$ cat config.mk
export PLATFORM = sky130hd
export DESIGN_NAME = breakpoint_trigger_csr
export DESIGN_NICKNAME = d
export VERILOG_FILES = /design/src/rtl/breakpoint_trigger_csr.sv
export SDC_FILE = /design/constraint.sdc
export NUM_CORES = 1
export LEC_CHECK = 0
export BUFFER_PORTS_ARGS = -buffer_cell sky130_fd_sc_hd__buf_2
export CAP_MARGIN = 10
export CORE_MARGIN = 3
export CORE_UTILIZATION = 40
export CTS_BUF_LIST = sky130_fd_sc_hd__clkbuf_4
export DETAILED_ROUTE_END_ITERATION = 8
export PLACE_DENSITY = 0.66
export SYNTH_ARGS = -nofsm -noshare
export SYNTH_HDL_FRONTEND = slang
export SYNTH_SLANG_ARGS = --single-unit
$ cat constraint.sdc
create_clock -name clk -period 4.4 [get_ports clk]
set_clock_uncertainty 0.15 [all_clocks]
set_input_delay 0.88 -clock clk [delete_from_list [all_inputs] [get_ports clk]]
set_output_delay 0.88 -clock clk [all_outputs]
set_load 0.05 [all_outputs]
$ cat src/rtl/breakpoint_trigger_csr.sv
// Trigger CSR bank (tselect/tdata1/tdata2) for two breakpoints feeding the match unit.
// Optional hit counter CSR at 0x7A3 is enabled by defining BP_HIT_COUNT_EN.
module breakpoint_trigger_csr #(
  parameter int NUM_BP     = 2,
  parameter int XLEN       = 32,
  parameter int BPAMASKMAX = 4
) (
  input  logic            clk,
  input  logic            reset,
  input  logic            io_req_valid,
  output logic            io_req_ready,
  input  logic [1:0]      io_req_cmd,
  input  logic [11:0]     io_req_addr,
  input  logic [XLEN-1:0] io_req_wdata,
  output logic            io_resp_valid,
  output logic [XLEN-1:0] io_resp_rdata,
  output logic            io_resp_illegal,
  input  logic            io_status_debug,
  input  logic [1:0]      io_status_prv,
  output logic [3:0]      io_bp_0_control_tdrtype,
  output logic [4:0]      io_bp_0_control_bpamaskmax,
  output logic [3:0]      io_bp_0_control_reserved,
  output logic [7:0]      io_bp_0_control_bpaction,
  output logic [3:0]      io_bp_0_control_bpmatch,
  output logic            io_bp_0_control_m,
  output logic            io_bp_0_control_h,
  output logic            io_bp_0_control_s,
  output logic            io_bp_0_control_u,
  output logic            io_bp_0_control_r,
  output logic            io_bp_0_control_w,
  output logic            io_bp_0_control_x,
  output logic [XLEN-1:0] io_bp_0_address,
  output logic [3:0]      io_bp_1_control_tdrtype,
  output logic [4:0]      io_bp_1_control_bpamaskmax,
  output logic [3:0]      io_bp_1_control_reserved,
  output logic [7:0]      io_bp_1_control_bpaction,
  output logic [3:0]      io_bp_1_control_bpmatch,
  output logic            io_bp_1_control_m,
  output logic            io_bp_1_control_h,
  output logic            io_bp_1_control_s,
  output logic            io_bp_1_control_u,
  output logic            io_bp_1_control_r,
  output logic            io_bp_1_control_w,
  output logic            io_bp_1_control_x,
  output logic [XLEN-1:0] io_bp_1_address,
  input  logic            io_hit_valid,
  input  logic            io_xcpt_if,
  input  logic            io_xcpt_ld,
  input  logic            io_xcpt_st
);

  localparam logic [11:0] ADDR_TSELECT = 12'h7A0;
  localparam logic [11:0] ADDR_TDATA1  = 12'h7A1;
  localparam logic [11:0] ADDR_TDATA2  = 12'h7A2;
  localparam logic [1:0]  CMD_READ     = 2'd0;
  localparam logic [1:0]  CMD_WRITE    = 2'd1;
  localparam logic [1:0]  CMD_SET      = 2'd2;
  localparam logic [0:0]  ST_IDLE      = 1'b0;
  localparam logic [0:0]  ST_RESP      = 1'b1;
  localparam logic [3:0]  TDRTYPE      = 4'h2;
  localparam logic [4:0]  BPAMASK      = 5'(BPAMASKMAX);

  logic [0:0]            state_reg;
  logic                  tselect_reg;
  logic [XLEN-1:0]       resp_rdata_reg;
  logic                  resp_illegal_reg;
  logic [NUM_BP*10-1:0]  ctrl_vec;
  logic [NUM_BP*XLEN-1:0] addr_vec;
  logic [9:0]            ctrl_sel;
  logic [XLEN-1:0]       addr_sel;
  logic                  addr_ok;
  logic                  illegal;
  logic                  accept;
  logic                  do_write;
  logic                  is_write;
  logic [XLEN-1:0]       old_val;
  logic [XLEN-1:0]       new_val;

  // Control packed as {bpmatch[3:0], m, s, u, r, w, x}; constant fields are rebuilt on read.
  function automatic logic [31:0] tdata1_of(input logic [9:0] c);
    return {TDRTYPE, BPAMASK, 4'h0, 8'h00, c[9:6], c[5], 1'b0, c[4:0]};
  endfunction

`ifdef BP_HIT_COUNT_EN
  localparam logic [11:0] ADDR_HITCNT = 12'h7A3;
  logic [15:0] hit_cnt_reg;
  logic        hit_inc;
  assign hit_inc = io_hit_valid && (io_xcpt_if || io_xcpt_ld || io_xcpt_st);
`else
  logic unused_hit_inputs;
  assign unused_hit_inputs = ^{io_hit_valid, io_xcpt_if, io_xcpt_ld, io_xcpt_st};
`endif

  assign ctrl_sel = tselect_reg ? ctrl_vec[19:10] : ctrl_vec[9:0];
  assign addr_sel = tselect_reg ? addr_vec[2*XLEN-1:XLEN] : addr_vec[XLEN-1:0];

  always_comb begin
    addr_ok = 1'b1;
    old_val = '0;
    case (io_req_addr)
      ADDR_TSELECT: old_val = {{(XLEN-1){1'b0}}, tselect_reg};
      ADDR_TDATA1:  old_val = tdata1_of(ctrl_sel);
      ADDR_TDATA2:  old_val = addr_sel;
`ifdef BP_HIT_COUNT_EN
      ADDR_HITCNT:  old_val = {{(XLEN-16){1'b0}}, hit_cnt_reg};
`endif
      default:      addr_ok = 1'b0;
    endcase
  end

  always_comb begin
    case (io_req_cmd)
      CMD_READ:  new_val = old_val;
      CMD_WRITE: new_val = io_req_wdata;
      CMD_SET:   new_val = old_val | io_req_wdata;
      default:   new_val = old_val & ~io_req_wdata;
    endcase
  end

  assign is_write = (io_req_cmd != CMD_READ);
  assign illegal  = !addr_ok || (is_write && !io_status_debug && (io_status_prv != 2'b11));
  assign accept   = io_req_valid && (state_reg == ST_IDLE);
  assign do_write = accept && !illegal && is_write;

  always_ff @(posedge clk or posedge reset) begin
    if (reset) begin
      state_reg        <= ST_IDLE;
      resp_rdata_reg   <= '0;
      resp_illegal_reg <= 1'b0;
    end else if (state_reg == ST_RESP) begin
      state_reg <= ST_IDLE;
    end else if (accept) begin
      state_reg        <= ST_RESP;
      resp_rdata_reg   <= illegal ? '0 : old_val;
      resp_illegal_reg <= illegal;
    end
  end

  // Out-of-range tselect writes are ignored rather than truncated.
  always_ff @(posedge clk or posedge reset) begin
    if (reset) begin
      tselect_reg <= 1'b0;
    end else if (do_write && (io_req_addr == ADDR_TSELECT) && (new_val < XLEN'(NUM_BP))) begin
      tselect_reg <= new_val[0];
    end
  end

  for (genvar gi = 0; gi < NUM_BP; gi++) begin : g_bp
    logic [9:0]      ctrl_reg;
    logic [XLEN-1:0] address_reg;
    logic [3:0]      bpmatch_next;
    logic            sel;

    assign sel = (tselect_reg == 1'(gi));

    // Range match exists only on bp1; on bp0 it degrades to exact match.
    always_comb begin
      bpmatch_next = ctrl_reg[9:6];
      case (new_val[10:7])
        4'd0, 4'd2: bpmatch_next = new_val[10:7];
        4'd1:       bpmatch_next = (gi == 1) ? 4'd1 : 4'd0;
        default:    bpmatch_next = ctrl_reg[9:6];
      endcase
    end

    always_ff @(posedge clk or posedge reset) begin
      if (reset) begin
        ctrl_reg    <= '0;
        address_reg <= '0;
      end else if (do_write && sel) begin
        if (io_req_addr == ADDR_TDATA1)
          ctrl_reg <= {bpmatch_next, new_val[6], new_val[4:0]};
        if (io_req_addr == ADDR_TDATA2)
          address_reg <= new_val;
      end
    end

    assign ctrl_vec[10*gi +: 10]     = ctrl_reg;
    assign addr_vec[XLEN*gi +: XLEN] = address_reg;
  end

`ifdef BP_HIT_COUNT_EN
  always_ff @(posedge clk or posedge reset) begin
    if (reset) begin
      hit_cnt_reg <= '0;
    end else if (do_write && (io_req_addr == ADDR_HITCNT)) begin
      hit_cnt_reg <= new_val[15:0];
    end else if (hit_inc && (hit_cnt_reg != 16'hFFFF)) begin
      hit_cnt_reg <= hit_cnt_reg + 16'd1;
    end
  end
`endif

  assign io_req_ready    = (state_reg == ST_IDLE);
  assign io_resp_valid   = (state_reg == ST_RESP);
  assign io_resp_rdata   = resp_rdata_reg;
  assign io_resp_illegal = resp_illegal_reg;

  assign io_bp_0_control_tdrtype    = TDRTYPE;
  assign io_bp_0_control_bpamaskmax = BPAMASK;
  assign io_bp_0_control_reserved   = 4'h0;
  assign io_bp_0_control_bpaction   = 8'h00;
  assign io_bp_0_control_bpmatch    = ctrl_vec[9:6];
  assign io_bp_0_control_m          = ctrl_vec[5];
  assign io_bp_0_control_h          = 1'b0;
  assign io_bp_0_control_s          = ctrl_vec[4];
  assign io_bp_0_control_u          = ctrl_vec[3];
  assign io_bp_0_control_r          = ctrl_vec[2];
  assign io_bp_0_control_w          = ctrl_vec[1];
  assign io_bp_0_control_x          = ctrl_vec[0];
  assign io_bp_0_address            = addr_vec[XLEN-1:0];

  assign io_bp_1_control_tdrtype    = TDRTYPE;
  assign io_bp_1_control_bpamaskmax = BPAMASK;
  assign io_bp_1_control_reserved   = 4'h0;
  assign io_bp_1_control_bpaction   = 8'h00;
  assign io_bp_1_control_bpmatch    = ctrl_vec[19:16];
  assign io_bp_1_control_m          = ctrl_vec[15];
  assign io_bp_1_control_h          = 1'b0;
  assign io_bp_1_control_s          = ctrl_vec[14];
  assign io_bp_1_control_u          = ctrl_vec[13];
  assign io_bp_1_control_r          = ctrl_vec[12];
  assign io_bp_1_control_w          = ctrl_vec[11];
  assign io_bp_1_control_x          = ctrl_vec[10];
  assign io_bp_1_address            = addr_vec[2*XLEN-1:XLEN];

endmodule

# Word level (Yosys, flattened, before mapping)
# Cells that the tools add are included.
dict set report word_totals {
  n_memories 0
  ram_bits 0
  output_inout_bits 163
  rom_bits 0
  latchBits 0
  input_bits 56
  regBits 119
}
dict set report classes {
  bitwise_logic 5
  n_eq_ne 8
  div_mod_pow 0
  n_reduce_logical 26
  order_cmp 1
  add_sub_neg 0
  multipliers 0
  n_mux 10
  shift 0
}
# cell count
set ops {}
lappend ops {{$pmux 32 s3} 2}
lappend ops {{$mux 32} 2}
lappend ops {{$eq 12x11->1 const B} 3}
lappend ops {{$and 32x32->32} 1}
lappend ops {{$lt 32x2->1 const B} 1}
lappend ops {{$not 32->32} 1}
lappend ops {{$or 32x32->32} 1}
lappend ops {{$pmux 4 s2} 2}
lappend ops {{$mux 10} 1}
lappend ops {{$reduce_and 2->1} 5}
lappend ops {{$logic_and 1x1->1} 9}
lappend ops {{$reduce_and 3->1} 2}
lappend ops {{$eq 4x1->1 const B} 1}
lappend ops {{$eq 4x2->1 const B} 1}
lappend ops {{$logic_not 4->1} 1}
lappend ops {{$reduce_bool 2->1} 2}
lappend ops {{$logic_not 1->1} 3}
lappend ops {{$mux 1} 3}
lappend ops {{$reduce_or 3->1} 1}
lappend ops {{$eq 2x1->1 const B} 1}
lappend ops {{$eq 2x2->1 const B} 1}
lappend ops {{$logic_not 2->1} 1}
lappend ops {{$ne 2x2->1 const B} 1}
lappend ops {{$not 1->1} 2}
lappend ops {{2 further kinds} 2}

# Longest topological paths before layout
# Gate-level depths: netlist of the first run.
dict set report logic_depth {
  ltp_word 10
  mapped_depth 13
  mapped_depth_nobuf 8
}

# Worst setup path after synthesis of the first run
# Ideal clock, no wire load.
dict set report synth_path {
  kind {input-to-reg}
  startpoint {input port io_req_addr[6]}
  endpoint {register tselect_reg, in the netlist g_bp[1].sel}
  arrival_time_ps 2945
  required_time_ps 4169
  slack_ps 1224
  stages 9
  path_cell_list {nand4bb_4 -> nor3_4 -> buf_6 -> nand2_2 -> nor4_2 -> nand4_1 -> or4_1 -> nor4_2 -> mux2i_1}
}
dict set report synth_via {
  elab_chain_len 10
}
# item line
set synth_lines {}
lappend synth_lines {{from (decl)} 13} ;# input logic [11:0] io_req_addr,
lappend synth_lines {{parallel branches: the longest is 10 deep, another holds $lt 32x2->1} n/a}
lappend synth_lines {{to (signal assigned)} 144} ;# tselect_reg <= new_val[0];
lappend synth_lines {{to (decl)} 64} ;# logic tselect_reg;
# Parallel ways; which one is timed is not known.
# A chain may end at the register's enable or synchronous reset.

# Worst setup path after layout of the first run
dict set report layout_path {
  startpoint {register tselect_reg, in the netlist g_bp[1].sel}
  endpoint {register tselect_reg, in the netlist g_bp[1].sel}
}
dict set report layout_via {
  elab_chain_len 6
}
# item line
set layout_lines {}
lappend layout_lines {{$mux 32 / $mux 10 (equally long branches)} {95, 94}}
lappend layout_lines {{$pmux 32 s3 (*)} 100} ;# case (io_req_addr)
lappend layout_lines {{$and 32x32->32 / $or 32x32->32 (equally long branches)} {116, 115}}
lappend layout_lines {{$pmux 32 s3 (*)} 112} ;# case (io_req_cmd)
lappend layout_lines {{$lt 32x2->1} 143} ;# end else if (do_write && (io_req_addr == ADDR_TSELECT) && (new_val < XLEN'(NUM_BP))) begin
lappend layout_lines {{$logic_and 1x1->1} 143}
# Every way passes the cells marked *; elsewhere a longest branch is shown, timed or not.

==> flow_results.xml, run 1 <==
<?xml version="1.0" encoding="UTF-8"?>
<metrics>
  <group name="worst_setup_path">
    <metric name="cp_max_fo" unit="">27</metric>
    <metric name="critPathKind" unit="">register to register</metric>
    <metric name="worstSetupEndpointType" unit="">register</metric>
    <metric name="critPathLaunchType" unit="">register</metric>
    <metric name="worst_ep_required_time" unit="ps">4730</metric>
    <metric name="worst-endpoint-arrival" unit="ps">3790</metric>
  </group>
  <group name="sta">
    <metric name="period_needed" unit="ps">3464</metric>
    <metric name="max_freq" unit="MHz">288.7</metric>
    <metric name="period_share" unit="">0.7872</metric>
    <metric name="finalSetupViolations" unit="">0</metric>
    <metric name="max_slew_vio_count" unit="">0</metric>
    <metric name="rsz_0062_raised_after_global_routing" unit="">no</metric>
    <metric name="hold_viol" unit="">0</metric>
    <metric name="max-slew-margin-rel" unit="">0.5109</metric>
    <metric name="tightest_slew" unit="ps">733.6</metric>
    <metric name="totalNegativeSetupSlack" unit="ps">0</metric>
  </group>
  <group name="route">
    <metric name="vias" unit="">6314</metric>
    <metric name="routed_vias_inst" unit="">5.387</metric>
    <metric name="antenna_left" unit="">0</metric>
    <metric name="first_iter_violations" unit="">522</metric>
    <metric name="drt-pass1-iter-count" unit="">5</metric>
    <metric name="detail_route.drc_violations" unit="">0</metric>
    <metric name="totalWireLength" unit="um">21910</metric>
    <metric name="wire_per_inst" unit="um">18.69</metric>
  </group>
  <group name="clock_network">
    <metric name="ctsLongestPathBuffers" unit="">2</metric>
    <metric name="ctsHtreeMaxLevel" unit="">4</metric>
    <metric name="clock_tree_from_tritoncts" unit="">done</metric>
    <metric name="cts_inserted_buffers" unit="">17</metric>
    <metric name="worst_setup_hold_path_clk_slew" unit="ps">110</metric>
    <metric name="cts-hold-fix-buffers" unit="">0</metric>
    <metric name="cts_resized" unit="">0</metric>
    <metric name="post_cts_setup_repair_bufs" unit="">0</metric>
    <metric name="clk_latency" unit="ps">560</metric>
    <metric name="cts.sinks" unit="">119</metric>
    <metric name="cts-root-buf" unit="">sky130_fd_sc_hd__clkbuf_4</metric>
  </group>
  <group name="placed_design">
    <metric name="detailedPlacementHpwl" unit="um">15690</metric>
    <metric name="port_buffers" unit="">170</metric>
    <metric name="dp_cells" unit="">1139</metric>
    <metric name="finalWeightedCongestion" unit="">0.8530</metric>
  </group>
  <group name="global_routing">
    <metric name="grt_pass1_wl" unit="um">33510</metric>
    <metric name="grt_pass1_vias" unit="">5881</metric>
    <metric name="grt.overflow.total" unit="">0</metric>
    <metric name="grt_max_degree" unit="">65</metric>
    <metric name="track_usage" unit="">0.2367</metric>
    <metric name="number_of_antenna_violations_at_the_first_check_in_global_routing" unit="">0</metric>
  </group>
  <group name="final_layout">
    <metric name="finish.cell_count_without_fillers" unit="">1172</metric>
    <metric name="drive_above_1_share" unit="">0.2674</metric>
    <metric name="nNetsFinal" unit="">994</metric>
    <metric name="areaGrowthSynthToFinish" unit="%">16.99</metric>
    <metric name="filler_cell_count" unit="">1683</metric>
  </group>
  <group name="synth">
    <metric name="post_synth.cell_area_avg" unit="um2">8.760</metric>
    <metric name="ys_warn_count" unit="">0</metric>
    <metric name="synth-edff-count" unit="">0</metric>
    <metric name="yosys_most_used_dff" unit="">sky130_fd_sc_hd__dfrtp_1</metric>
    <metric name="async_reset_ff_frac" unit="">1.000</metric>
    <metric name="mappedNetlistArea" unit="um2">6807</metric>
    <metric name="netlist_instances" unit="">777</metric>
    <metric name="synth.ff_latch_count" unit="">119</metric>
    <metric name="seq_area_frac_synth" unit="">0.4375</metric>
    <metric name="ys_types" unit="">66</metric>
  </group>
  <group name="floorplan">
    <metric name="dieHeight" unit="um">136.4</metric>
    <metric name="fp.coreArea" unit="um2">16640</metric>
    <metric name="pin_count" unit="">219</metric>
    <metric name="die_area" unit="um2">18620</metric>
    <metric name="die_x" unit="um">136.4</metric>
    <metric name="row_count" unit="">47</metric>
    <metric name="floorplan.initialDensity" unit="">0.4090</metric>
  </group>
  <group name="pwr">
    <metric name="power.sequential.fraction" unit="">0.520</metric>
    <metric name="leakage_power_summed_over_all_cells" unit="nW">4.123</metric>
    <metric name="power.share.switching" unit="">0.3144</metric>
    <metric name="p_switching" unit="mW">0.6614</metric>
    <metric name="p_clk_frac" unit="">0.334</metric>
    <metric name="power_frac_comb" unit="">0.146</metric>
    <metric name="irDropWorstVdd" unit="mV">0.1266</metric>
    <metric name="pwr_density_cell" unit="nW/um2">264.2</metric>
    <metric name="power_report.internal_total" unit="mW">1.442</metric>
  </group>
  <group name="flow_run">
    <metric name="maxCapViolCount" unit="">0</metric>
  </group>
  <group name="hold_path">
    <metric name="worst_hold_path_type" unit="">primary input to async pin</metric>
  </group>
  <group name="run_status">
    <metric name="status" unit="">completed</metric>
  </group>
</metrics>
stage by stage:
step                hold WS, ps  total power [mW]  worst slack, ps  area (um2)  utilization
floorplan                 516.8             1.359            212.5        6964            -
global placement          307.6             1.416            721.4        7727       0.4643
detailed placement        318.8             1.418            718.8        7727       0.4643
CTS                       288.6             2.110            962.4        7958       0.4782
global route              301.8             2.192            812.3        7958       0.4782
finish                    275.1             2.104            936.2        7963       0.4785
cell usage in the layout (no fill, tap or decap), types with 5 or more instances in the layout:
cell	instances
sky130_fd_sc_hd__a211o_1	5
sky130_fd_sc_hd__mux2_2	16
sky130_fd_sc_hd__o31ai_1	11
sky130_fd_sc_hd__o21ai_0	139
sky130_fd_sc_hd__nand4_1	10
sky130_fd_sc_hd__nor2_1	23
sky130_fd_sc_hd__conb_1	44
sky130_fd_sc_hd__mux2i_1	30
sky130_fd_sc_hd__nand2b_1	7
sky130_fd_sc_hd__nor3_1	12
sky130_fd_sc_hd__buf_4	21
sky130_fd_sc_hd__inv_1	9
sky130_fd_sc_hd__o211ai_1	9
sky130_fd_sc_hd__clkbuf_4	19
sky130_fd_sc_hd__dfrtp_1	118
sky130_fd_sc_hd__xor2_1	14
sky130_fd_sc_hd__nor2b_1	6
sky130_fd_sc_hd__o22ai_1	10
sky130_fd_sc_hd__clkinv_1	5
sky130_fd_sc_hd__a21oi_1	21
sky130_fd_sc_hd__buf_2	170
sky130_fd_sc_hd__a22o_1	7
sky130_fd_sc_hd__nand2_1	169
worst max-delay path, cell delays in order (launching register included):
cell	delay [ps]
sky130_fd_sc_hd__dfrtp_2	830
sky130_fd_sc_hd__buf_12	290
sky130_fd_sc_hd__mux2i_1	280
sky130_fd_sc_hd__o22a_1	240
sky130_fd_sc_hd__o2bb2ai_1	90
sky130_fd_sc_hd__nand2_1	230
sky130_fd_sc_hd__nand4_1	140
sky130_fd_sc_hd__or4_1	570
sky130_fd_sc_hd__nor4_2	330
sky130_fd_sc_hd__mux2i_1	220
cells in the mapped netlist (4+ instances only):
master | instances | share of area
sky130_fd_sc_hd__o21ai_0 | 139 | 0.10
sky130_fd_sc_hd__nor4_2 | 4 | 0.0074
sky130_fd_sc_hd__a211o_1 | 5 | 0.0064
sky130_fd_sc_hd__buf_2 | 6 | 0.0044
sky130_fd_sc_hd__o31ai_1 | 11 | 0.012
sky130_fd_sc_hd__inv_1 | 10 | 0.0055
sky130_fd_sc_hd__a22o_1 | 7 | 0.0090
sky130_fd_sc_hd__mux2i_1 | 30 | 0.044
sky130_fd_sc_hd__xor2_1 | 14 | 0.018
sky130_fd_sc_hd__a21oi_1 | 21 | 0.015
sky130_fd_sc_hd__nor2_1 | 23 | 0.013
sky130_fd_sc_hd__nand2_1 | 169 | 0.093
sky130_fd_sc_hd__nand3_1 | 5 | 0.0037
sky130_fd_sc_hd__buf_4 | 47 | 0.052
sky130_fd_sc_hd__clkbuf_1 | 35 | 0.019
sky130_fd_sc_hd__nor3_1 | 12 | 0.0088
sky130_fd_sc_hd__mux2_2 | 16 | 0.026
sky130_fd_sc_hd__dfrtp_1 | 119 | 0.44
sky130_fd_sc_hd__nand4_1 | 10 | 0.0092
sky130_fd_sc_hd__o22ai_1 | 10 | 0.0092
sky130_fd_sc_hd__and2_1 | 4 | 0.0037
sky130_fd_sc_hd__nor2b_1 | 6 | 0.0055
sky130_fd_sc_hd__nand2b_1 | 7 | 0.0064
sky130_fd_sc_hd__o211ai_1 | 9 | 0.0099
power by group through the flow:
stage / sequential [mW] / combinational, mW / clock [mW]
floorplan: 1.12 / 0.242 / 0
global placement: 1.12 / 0.300 / 0
detailed placement: 1.12 / 0.303 / 0
CTS: 1.09 / 0.304 / 0.712
global route: 1.09 / 0.334 / 0.764
finish: 1.09 / 0.307 / 0.703
path summary, 6_finish.rpt:
kind	start	end	slack (ps)	cells after the start
worst max-delay path	g_bp[1].sel$_DFFE_PP0P_	g_bp[1].sel$_DFFE_PP0P_	940	9
worst min-delay path	reset	io_resp_rdata[7]$_DFFE_PP0P_	280	2
worst max register to register	g_bp[1].sel$_DFFE_PP0P_	g_bp[1].sel$_DFFE_PP0P_	940	9
worst min register to register	io_resp_rdata[17]$_DFFE_PP0P_	io_resp_rdata[17]$_DFFE_PP0P_	340	2
max in group asynchronous	reset	g_bp[1].sel$_DFFE_PP0P_	3030	3
min in group clk	io_resp_rdata[17]$_DFFE_PP0P_	io_resp_rdata[17]$_DFFE_PP0P_	340	2
metal layers:
layer | part of all wire | wire [um] | up-vias | GRT usage
li1 | - | - | 2983 | -
met1 | 0.44 | 9749 | 2993 | 0.3331
met2 | 0.45 | 9897 | 296 | 0.3492
met3 | 0.083 | 1814 | 42 | 0.06699
met4 | 0.020 | 447 | 0 | 0.08231
met5 | 0 | 0 | - | 0
kinds of logic (layout without fill, tap and decap cells):
family,Yosys count,count (layout),synth area share
and+or+nand+nor,259,259,0.1770
AOI/OAI and AO/OA,231,231,0.2018
DFF,119,119,0.4375
buffers and inverters,104,235,0.09136
muxes,46,46,0.07059
xor gates and xnor gates,16,16,0.02059
other,2,46,0.001103
final cells by class:
cell class / instances / area [um2] / share of cell area
multi-input cells: 596 / 3381 / 0.4246
flip-flops and latches: 119 / 2979 / 0.3741
repair buffers: 193 / 1049 / 0.1317
well taps: 220 / 275.3 / 0.03457
clock buffers: 19 / 142.6 / 0.01791
clock inverters: 12 / 87.58 / 0.01100
inverters: 11 / 43.79 / 0.005500
diodes: 2 / 5.005 / 0.0006285
(Power assumes the default switching activity.)
==> run 2: changes to the inputs <==
- ABC_AREA: unset -> 1
- clock period: 4.4 -> 2.8 ns (I/O delays scaled with it)
==> run 2 against run 1 <==
Via count is 1.9% lower. Routed wire length is 9.2% lower. Global-route usage is 2.1 points lower. Non-clock buffer count is 4 lower. Sequential share of layout area is 0.99 points higher. Die area is 1.5% lower. Worst setup slack worse by 400 ps. Critical path type unchanged. Largest power group unchanged. Highest routed layer is now met5.
==> flow_results.xml, run 2 <==
<?xml version="1.0" encoding="UTF-8"?>
<metrics>
  <group name="floorplan">
    <metric name="die_x" unit="um">135.4</metric>
    <metric name="pin_count" unit="">219</metric>
    <metric name="row_count" unit="">46</metric>
    <metric name="floorplan.initialDensity" unit="">0.4157</metric>
    <metric name="dieHeight" unit="um">135.4</metric>
    <metric name="fp.coreArea" unit="um2">16120</metric>
    <metric name="die_area" unit="um2">18340</metric>
  </group>
  <group name="run_status">
    <metric name="status" unit="">completed</metric>
  </group>
  <group name="worst_setup_path">
    <metric name="critPathKind" unit="">register to register</metric>
    <metric name="critical-path-slowest-cell" unit="">sky130_fd_sc_hd__dfrtp_2</metric>
    <metric name="worst-endpoint-arrival" unit="ps">2540</metric>
    <metric name="worst_ep_required_time" unit="ps">3080</metric>
    <metric name="path_common_cell" unit="">sky130_fd_sc_hd__nand2_1</metric>
    <metric name="crit_buf_inv" unit="">2</metric>
    <metric name="critical_path.max_stage_delay" unit="ps">420</metric>
    <metric name="cp_max_fo" unit="">43</metric>
    <metric name="worstSetupEndpointType" unit="">register</metric>
    <metric name="critPathLaunchType" unit="">register</metric>
    <metric name="path_delay_family" unit="">compound AO/OA/AOI/OAI gates</metric>
    <metric name="critical_path.cell_chain" unit="">buf_12 &gt; mux2i_1 &gt; o21ai_0 &gt; a21oi_1 &gt; nand2_1 &gt; inv_2 &gt; nand4_2 &gt; nand2_1 &gt; o21ai_1</metric>
  </group>
  <group name="synth">
    <metric name="ys_types" unit="">34</metric>
    <metric name="synth.top_cells.by_count" unit="">sky130_fd_sc_hd__nand2_1 (325), sky130_fd_sc_hd__dfrtp_1 (119), sky130_fd_sc_hd__o21ai_1 (76), sky130_fd_sc_hd__inv_1 (70), sky130_fd_sc_hd__buf_4 (46)</metric>
    <metric name="post_synth_main_area_contributors" unit="">sky130_fd_sc_hd__dfrtp_1 (44%), sky130_fd_sc_hd__nand2_1 (18%), sky130_fd_sc_hd__o21ai_1 (5.7%), sky130_fd_sc_hd__buf_4 (5.2%), sky130_fd_sc_hd__inv_1 (3.9%)</metric>
    <metric name="mappedNetlistArea" unit="um2">6699</metric>
    <metric name="netlist_instances" unit="">878</metric>
    <metric name="post_synth.cell_area_avg" unit="um2">7.630</metric>
    <metric name="synth_most_common_cell" unit="">sky130_fd_sc_hd__nand2_1</metric>
    <metric name="async_reset_ff_frac" unit="">1.000</metric>
    <metric name="synth_largest_area_cell" unit="">sky130_fd_sc_hd__dfrtp_1</metric>
    <metric name="synth_top_cell_area_share" unit="">0.4445</metric>
    <metric name="ys_warn_count" unit="">0</metric>
    <metric name="yosys_most_used_dff" unit="">sky130_fd_sc_hd__dfrtp_1</metric>
    <metric name="seq_area_frac_synth" unit="">0.4445</metric>
    <metric name="synth-edff-count" unit="">0</metric>
    <metric name="synth.ff_latch_count" unit="">119</metric>
  </group>
  <group name="clock_network">
    <metric name="clock_tree_from_tritoncts" unit="">done</metric>
    <metric name="cts_inserted_buffers" unit="">17</metric>
    <metric name="clk_latency" unit="ps">540</metric>
    <metric name="worst_setup_hold_path_clk_slew" unit="ps">110</metric>
    <metric name="ctsHtreeMaxLevel" unit="">4</metric>
    <metric name="ctsLongestPathBuffers" unit="">2</metric>
    <metric name="cts_resized" unit="">0</metric>
    <metric name="post_cts_setup_repair_bufs" unit="">0</metric>
    <metric name="cts-hold-fix-buffers" unit="">0</metric>
    <metric name="cts-root-buf" unit="">sky130_fd_sc_hd__clkbuf_4</metric>
    <metric name="cts.sinks" unit="">119</metric>
  </group>
  <group name="pwr">
    <metric name="power_frac_comb" unit="">0.129</metric>
    <metric name="power_report.internal_total" unit="mW">2.309</metric>
    <metric name="power.share.switching" unit="">0.2917</metric>
    <metric name="p_clk_frac" unit="">0.344</metric>
    <metric name="irDropWorstVdd" unit="mV">0.2022</metric>
    <metric name="p_switching" unit="mW">0.9510</metric>
    <metric name="power.sequential.fraction" unit="">0.527</metric>
    <metric name="leakage_power_summed_over_all_cells" unit="nW">4.433</metric>
    <metric name="pwr_density_cell" unit="nW/um2">420.3</metric>
  </group>
  <group name="route">
    <metric name="totalWireLength" unit="um">19880</metric>
    <metric name="vias" unit="">6193</metric>
    <metric name="wire_per_inst" unit="um">15.71</metric>
    <metric name="first_iter_violations" unit="">398</metric>
    <metric name="antenna_left" unit="">0</metric>
    <metric name="routed_vias_inst" unit="">4.892</metric>
    <metric name="drt-pass1-iter-count" unit="">5</metric>
    <metric name="detail_route.drc_violations" unit="">0</metric>
  </group>
  <group name="sta">
    <metric name="period_share" unit="">0.8082</metric>
    <metric name="setup_ws" unit="ps">536.9</metric>
    <metric name="rsz_0062_raised_after_global_routing" unit="">no</metric>
    <metric name="totalNegativeSetupSlack" unit="ps">0</metric>
    <metric name="tightest_slew" unit="ps">650.7</metric>
    <metric name="period_needed" unit="ps">2263</metric>
    <metric name="max-slew-margin-rel" unit="">0.5662</metric>
    <metric name="max_freq" unit="MHz">441.9</metric>
    <metric name="holdWs" unit="ps">65.64</metric>
    <metric name="max_slew_vio_count" unit="">0</metric>
    <metric name="hold_viol" unit="">0</metric>
    <metric name="finalSetupViolations" unit="">0</metric>
  </group>
  <group name="placed_design">
    <metric name="place_worst_setup_slack" unit="ps">152.3</metric>
    <metric name="post_dp_cell_area" unit="um2">7525</metric>
    <metric name="finalWeightedCongestion" unit="">0.8764</metric>
    <metric name="port_buffers" unit="">170</metric>
    <metric name="detailedPlacementHpwl" unit="um">14370</metric>
  </group>
  <group name="final_layout">
    <metric name="final_area" unit="um2">7757</metric>
    <metric name="mostFrequentLayoutCells" unit="">sky130_fd_sc_hd__nand2_1 (325), sky130_fd_sc_hd__buf_2 (170), sky130_fd_sc_hd__dfrtp_1 (118)</metric>
    <metric name="filler_cell_count" unit="">1702</metric>
    <metric name="nNetsFinal" unit="">1096</metric>
    <metric name="drive_above_1_share" unit="">0.2307</metric>
    <metric name="layout.cells.most_common" unit="">sky130_fd_sc_hd__nand2_1</metric>
    <metric name="multi_input_comb_area" unit="um2">2955</metric>
    <metric name="seqCellArea" unit="um2">2979</metric>
    <metric name="areaGrowthSynthToFinish" unit="%">15.80</metric>
  </group>
  <group name="flow_run">
    <metric name="maxCapViolCount" unit="">0</metric>
  </group>
  <group name="hold_path">
    <metric name="worst_hold_path_type" unit="">primary input to async pin</metric>
  </group>
  <group name="global_routing">
    <metric name="grt_pass1_wl" unit="um">30700</metric>
    <metric name="grt.overflow.total" unit="">0</metric>
    <metric name="track_usage" unit="">0.2159</metric>
    <metric name="grt_pass1_vias" unit="">5640</metric>
    <metric name="number_of_antenna_violations_at_the_first_check_in_global_routing" unit="">2</metric>
    <metric name="grt_max_degree" unit="">120</metric>
  </group>
</metrics>
==> run 2: cell count changes after synthesis, sizes merged, moves of 14 or more <==
cell    change
a32o       +17
buf        +22
clkbuf     -27
inv        +67
mux2       -16
mux2i      -27
nand2     +161
nand3      +20
nor2       +32
o21ai      -27
xor2       -14
==> run 2: power groups by stage <==
stage | Sequential, mW | Clock [mW] | Combinational (mW)
finish | 1.72 | 1.12 | 0.420
global route | 1.72 | 1.21 | 0.463
CTS | 1.72 | 1.15 | 0.421
detailed placement | 1.75 | 0 | 0.419
global placement | 1.75 | 0 | 0.418
floorplan | 1.76 | 0 | 0.361
==> run 2: worst paths after layout <==
path,startpoint,end,slack [ps],depth (start not counted)
max,g_bp[1].sel$_DFFE_PP0P_,g_bp[1].ctrl_reg[6]$_DFFE_PP0P_,540,9
min,reset,io_resp_rdata[6]$_DFFE_PP0P_,70,3
max reg2reg,g_bp[1].sel$_DFFE_PP0P_,g_bp[1].ctrl_reg[6]$_DFFE_PP0P_,540,9
min reg2reg,io_resp_rdata[10]$_DFFE_PP0P_,io_resp_rdata[10]$_DFFE_PP0P_,340,2
max in group asynchronous,reset,g_bp[1].sel$_DFFE_PP0P_,1940,3
min in group clk,io_req_valid,io_resp_valid$_DFF_PP0_,200,3
==> run 2: area by class of cell <==
class / instances / share of cell area
multi-input combinational: 635 / 0.3810
tap: 216 / 0.03484
inverter: 78 / 0.03887
timing repair buffer: 189 / 0.1313
clock buffer: 19 / 0.01839
clock inverter: 9 / 0.01129
sequential: 119 / 0.3840
antenna: 1 / 0.0003226
==> run 2: per-stage QoR <==
| step | instances | total power [mW] | utilization |
|---|---|---|---|
| 5_1_grt | 1266 | 3.395 | 0.4814 |
| 3_5_place_dp | 1237 | 2.172 | 0.4669 |
| 2_1_floorplan | 920 | 2.118 | - |
| 3_3_place_gp | 1237 | 2.171 | 0.4669 |
| 6_report | 1266 | 3.260 | 0.4814 |
| 4_1_cts | 1265 | 3.285 | 0.4812 |
==> run 2: routing by layer <==
metal	global-route usage	up-vias	share of wire
met4	0.06719	2	0.019
li1	-	3068	-
met1	0.2966	2862	0.44
met5	0	-	0.00065
met3	0.05535	30	0.082
met2	0.3363	231	0.46
==> run 2: worst min-delay path, cell delays in order <==
cell and delay [ps]:
sky130_fd_sc_hd__buf_2 110, sky130_fd_sc_hd__clkinvlp_4 70, sky130_fd_sc_hd__buf_12 480
==> run 2: logic make-up (layout without fill, tap and decap cells) <==
| kind of cell | after synthesis | count (layout) | share of synthesized area |
|---|---|---|---|
| DFF | 119 | 119 | 0.4445 |
| buffers and inverters | 166 | 295 | 0.1378 |
| and+or+nand+nor | 433 | 433 | 0.2727 |
| AOI/OAI and AO/OA | 155 | 155 | 0.1393 |
| other | 2 | 45 | 0.001121 |
| muxes | 3 | 3 | 0.004483 |
==> run 3: changes to the inputs <==
- PLACE_DENSITY: 0.66 -> 0.63
- clock period: 2.8 -> 2.3 ns (I/O delays scaled with it)
==> run 3 against run 2 <==
Sequential share of layout area decreased by 3.0 points. Worst hold slack improved by 71 ps. Sequential power rose by 22%. Routed wire length rose by 2.2%. Critical path type unchanged. Non-clock buffer count up 61. Flip-flop and latch count is the same. Register-to-register slack worse by 440 ps. Count of clock-buffer cells in the layout is 2 lower. Via count grew 4.2%. Combinational power rose by 36%. Fmax grew 2.7%. Power increased by 33%.
==> flow_results.xml, run 3 (same netlist as run 2, synthesis figures left out) <==
<?xml version="1.0" encoding="UTF-8"?>
<metrics>
  <group name="run_status">
    <metric name="status" unit="">completed</metric>
  </group>
  <group name="worst_setup_path">
    <metric name="r2r_setup_slack" unit="ps">100</metric>
    <metric name="critPathKind" unit="">register to register</metric>
    <metric name="cp_max_fo" unit="">25</metric>
    <metric name="critPathLaunchType" unit="">register</metric>
    <metric name="worstSetupEndpointType" unit="">register</metric>
    <metric name="worst-endpoint-arrival" unit="ps">2510</metric>
    <metric name="r2r_cells" unit="">9</metric>
    <metric name="r2r-start" unit="">g_bp[1].sel$_DFFE_PP0P_</metric>
    <metric name="worst_ep_required_time" unit="ps">2600</metric>
    <metric name="timing.rr.end" unit="">g_bp[0].ctrl_reg[7]$_DFFE_PP0P_</metric>
  </group>
  <group name="sta">
    <metric name="tightest_slew" unit="ps">693.4</metric>
    <metric name="hold_viol" unit="">0</metric>
    <metric name="period_share" unit="">0.9580</metric>
    <metric name="setup_ws" unit="ps">96.65</metric>
    <metric name="period_needed" unit="ps">2203</metric>
    <metric name="max-slew-margin-rel" unit="">0.5377</metric>
    <metric name="max_freq" unit="MHz">453.9</metric>
    <metric name="rsz_0062_raised_after_global_routing" unit="">no</metric>
    <metric name="finalSetupViolations" unit="">0</metric>
    <metric name="max_slew_vio_count" unit="">0</metric>
  </group>
  <group name="flow_run">
    <metric name="maxCapViolCount" unit="">0</metric>
  </group>
  <group name="pwr">
    <metric name="pwr_density_cell" unit="nW/um2">514.2</metric>
    <metric name="power.share.switching" unit="">0.3077</metric>
    <metric name="p_clk_frac" unit="">0.384</metric>
    <metric name="power_frac_comb" unit="">0.132</metric>
    <metric name="power.sequential.fraction" unit="">0.484</metric>
    <metric name="leakage_power_summed_over_all_cells" unit="nW">4.786</metric>
    <metric name="irDropWorstVdd" unit="mV">0.4065</metric>
    <metric name="power_report.internal_total" unit="mW">2.993</metric>
    <metric name="p_switching" unit="mW">1.330</metric>
  </group>
  <group name="floorplan">
    <metric name="dieHeight" unit="um">135.4</metric>
    <metric name="die_area" unit="um2">18340</metric>
    <metric name="pin_count" unit="">219</metric>
    <metric name="die_x" unit="um">135.4</metric>
    <metric name="fp.coreArea" unit="um2">16120</metric>
    <metric name="row_count" unit="">46</metric>
    <metric name="floorplan.initialDensity" unit="">0.4157</metric>
  </group>
  <group name="global_routing">
    <metric name="track_usage" unit="">0.2197</metric>
    <metric name="grt.overflow.total" unit="">0</metric>
    <metric name="grt_max_degree" unit="">120</metric>
    <metric name="number_of_antenna_violations_at_the_first_check_in_global_routing" unit="">4</metric>
    <metric name="grt_pass1_vias" unit="">5636</metric>
    <metric name="grt_pass1_wl" unit="um">31140</metric>
  </group>
  <group name="placed_design">
    <metric name="place_worst_setup_slack" unit="ps">-54.53</metric>
    <metric name="finalWeightedCongestion" unit="">0.8721</metric>
    <metric name="port_buffers" unit="">170</metric>
    <metric name="detailedPlacementHpwl" unit="um">15120</metric>
  </group>
  <group name="route">
    <metric name="totalWireLength" unit="um">20320</metric>
    <metric name="wire_per_inst" unit="um">15.24</metric>
    <metric name="vias" unit="">6453</metric>
    <metric name="drt-pass1-iter-count" unit="">5</metric>
    <metric name="routed_vias_inst" unit="">4.841</metric>
    <metric name="detail_route.drc_violations" unit="">0</metric>
    <metric name="first_iter_violations" unit="">536</metric>
    <metric name="antenna_left" unit="">0</metric>
  </group>
  <group name="clock_network">
    <metric name="worst_setup_hold_path_clk_slew" unit="ps">130</metric>
    <metric name="cts.sinks" unit="">119</metric>
    <metric name="cts_inserted_buffers" unit="">17</metric>
    <metric name="clk_latency" unit="ps">570</metric>
    <metric name="ctsLongestPathBuffers" unit="">2</metric>
    <metric name="clock_tree_from_tritoncts" unit="">done</metric>
    <metric name="ctsHtreeMaxLevel" unit="">4</metric>
    <metric name="cts-root-buf" unit="">sky130_fd_sc_hd__clkbuf_4</metric>
  </group>
  <group name="final_layout">
    <metric name="layout.cells.most_common" unit="">sky130_fd_sc_hd__nand2_1</metric>
    <metric name="nNetsFinal" unit="">1157</metric>
    <metric name="mostFrequentLayoutCells" unit="">sky130_fd_sc_hd__nand2_1 (325), sky130_fd_sc_hd__buf_2 (170), sky130_fd_sc_hd__dfrtp_1 (117)</metric>
    <metric name="drive_above_1_share" unit="">0.2801</metric>
    <metric name="areaGrowthSynthToFinish" unit="%">25.51</metric>
    <metric name="postLayoutCoreUtil" unit="">0.5217</metric>
  </group>
  <group name="hold_path">
    <metric name="hold-path-cell-count" unit="">5</metric>
    <metric name="whs_endpoint" unit="">io_bp_0_address[17]$_DFFE_PP0P_</metric>
    <metric name="hold_path_startpoint" unit="">io_req_wdata[17]</metric>
    <metric name="worst_hold_path_type" unit="">primary input to register</metric>
  </group>
</metrics>
## run 3: worst max-delay path, stage by stage, from the launching register on
cell and delay, ps:
sky130_fd_sc_hd__dfrtp_2 450, sky130_fd_sc_hd__buf_12 190, sky130_fd_sc_hd__mux2i_1 230, sky130_fd_sc_hd__o21ai_0 180
sky130_fd_sc_hd__a21oi_1 260, sky130_fd_sc_hd__nand2_1 150, sky130_fd_sc_hd__inv_2 100, sky130_fd_sc_hd__nand4_2 180
sky130_fd_sc_hd__nand2_1 130, sky130_fd_sc_hd__o21ai_1 60
## run 3: through the flow
stage	setup TNS, ps	cell area (um2)	hold WS (ps)	instances	power, mW
after floorplan	0	6865	526.5	920	2.579
after global placement	-111.9	8064	315.3	1295	2.696
after detailed placement	-185.0	8064	317.1	1295	2.698
after CTS	0	8392	92.34	1329	4.361
after global routing	0	8408	138.8	1333	4.505
final	0	8408	136.4	1333	4.324
## run 3: what timing repair did
| action | CTS | global route |
|---|---|---|
| setup buffers | 0 | 1 |
| hold buffers | 2 | 0 |
| endpoints found under the setup margin | 0 | 7 |
| endpoints found under the hold margin | 120 | 0 |
| gates resized for setup | 0 | 1 |
## run 3: power by group through the flow
stage / Clock [mW] / Sequential, mW / Combinational, mW
3_5_place_dp: 0 / 2.13 / 0.563
3_3_place_gp: 0 / 2.13 / 0.562
4_1_cts: 1.70 / 2.09 / 0.569
6_report: 1.66 / 2.09 / 0.571
5_1_grt: 1.79 / 2.09 / 0.622
2_1_floorplan: 0 / 2.14 / 0.440
## run 3: final cells by class
cell class	instances	area, um2
repair buffers	250	1582
fillers	1658	7707
inverters	78	305.3
clock buffers	17	127.6
well taps	216	270.3
flip-flops and latches	119	2980
diodes	3	7.507
multi-input cells	635	2955
clock inverters	15	180.2
## run 3: how the worst max path moves through the flow
stage,start,endpoint
2_1_floorplan,reset,io_resp_valid$_DFF_PP0_
3_3_place_gp,io_req_addr[10],g_bp[1].ctrl_reg[7]$_DFFE_PP0P_
3_5_place_dp,io_req_addr[4],g_bp[0].ctrl_reg[7]$_DFFE_PP0P_
4_1_cts,g_bp[1].sel$_DFFE_PP0P_,g_bp[0].ctrl_reg[7]$_DFFE_PP0P_
5_1_grt,g_bp[1].sel$_DFFE_PP0P_,g_bp[0].ctrl_reg[7]$_DFFE_PP0P_
6_report,g_bp[1].sel$_DFFE_PP0P_,g_bp[0].ctrl_reg[7]$_DFFE_PP0P_
## run 3: layer usage
metal,track usage,part of all wire
met2,0.3310,0.44
met1,0.3128,0.46
met5,0,0.00034
met3,0.05089,0.078
met4,0.07391,0.024
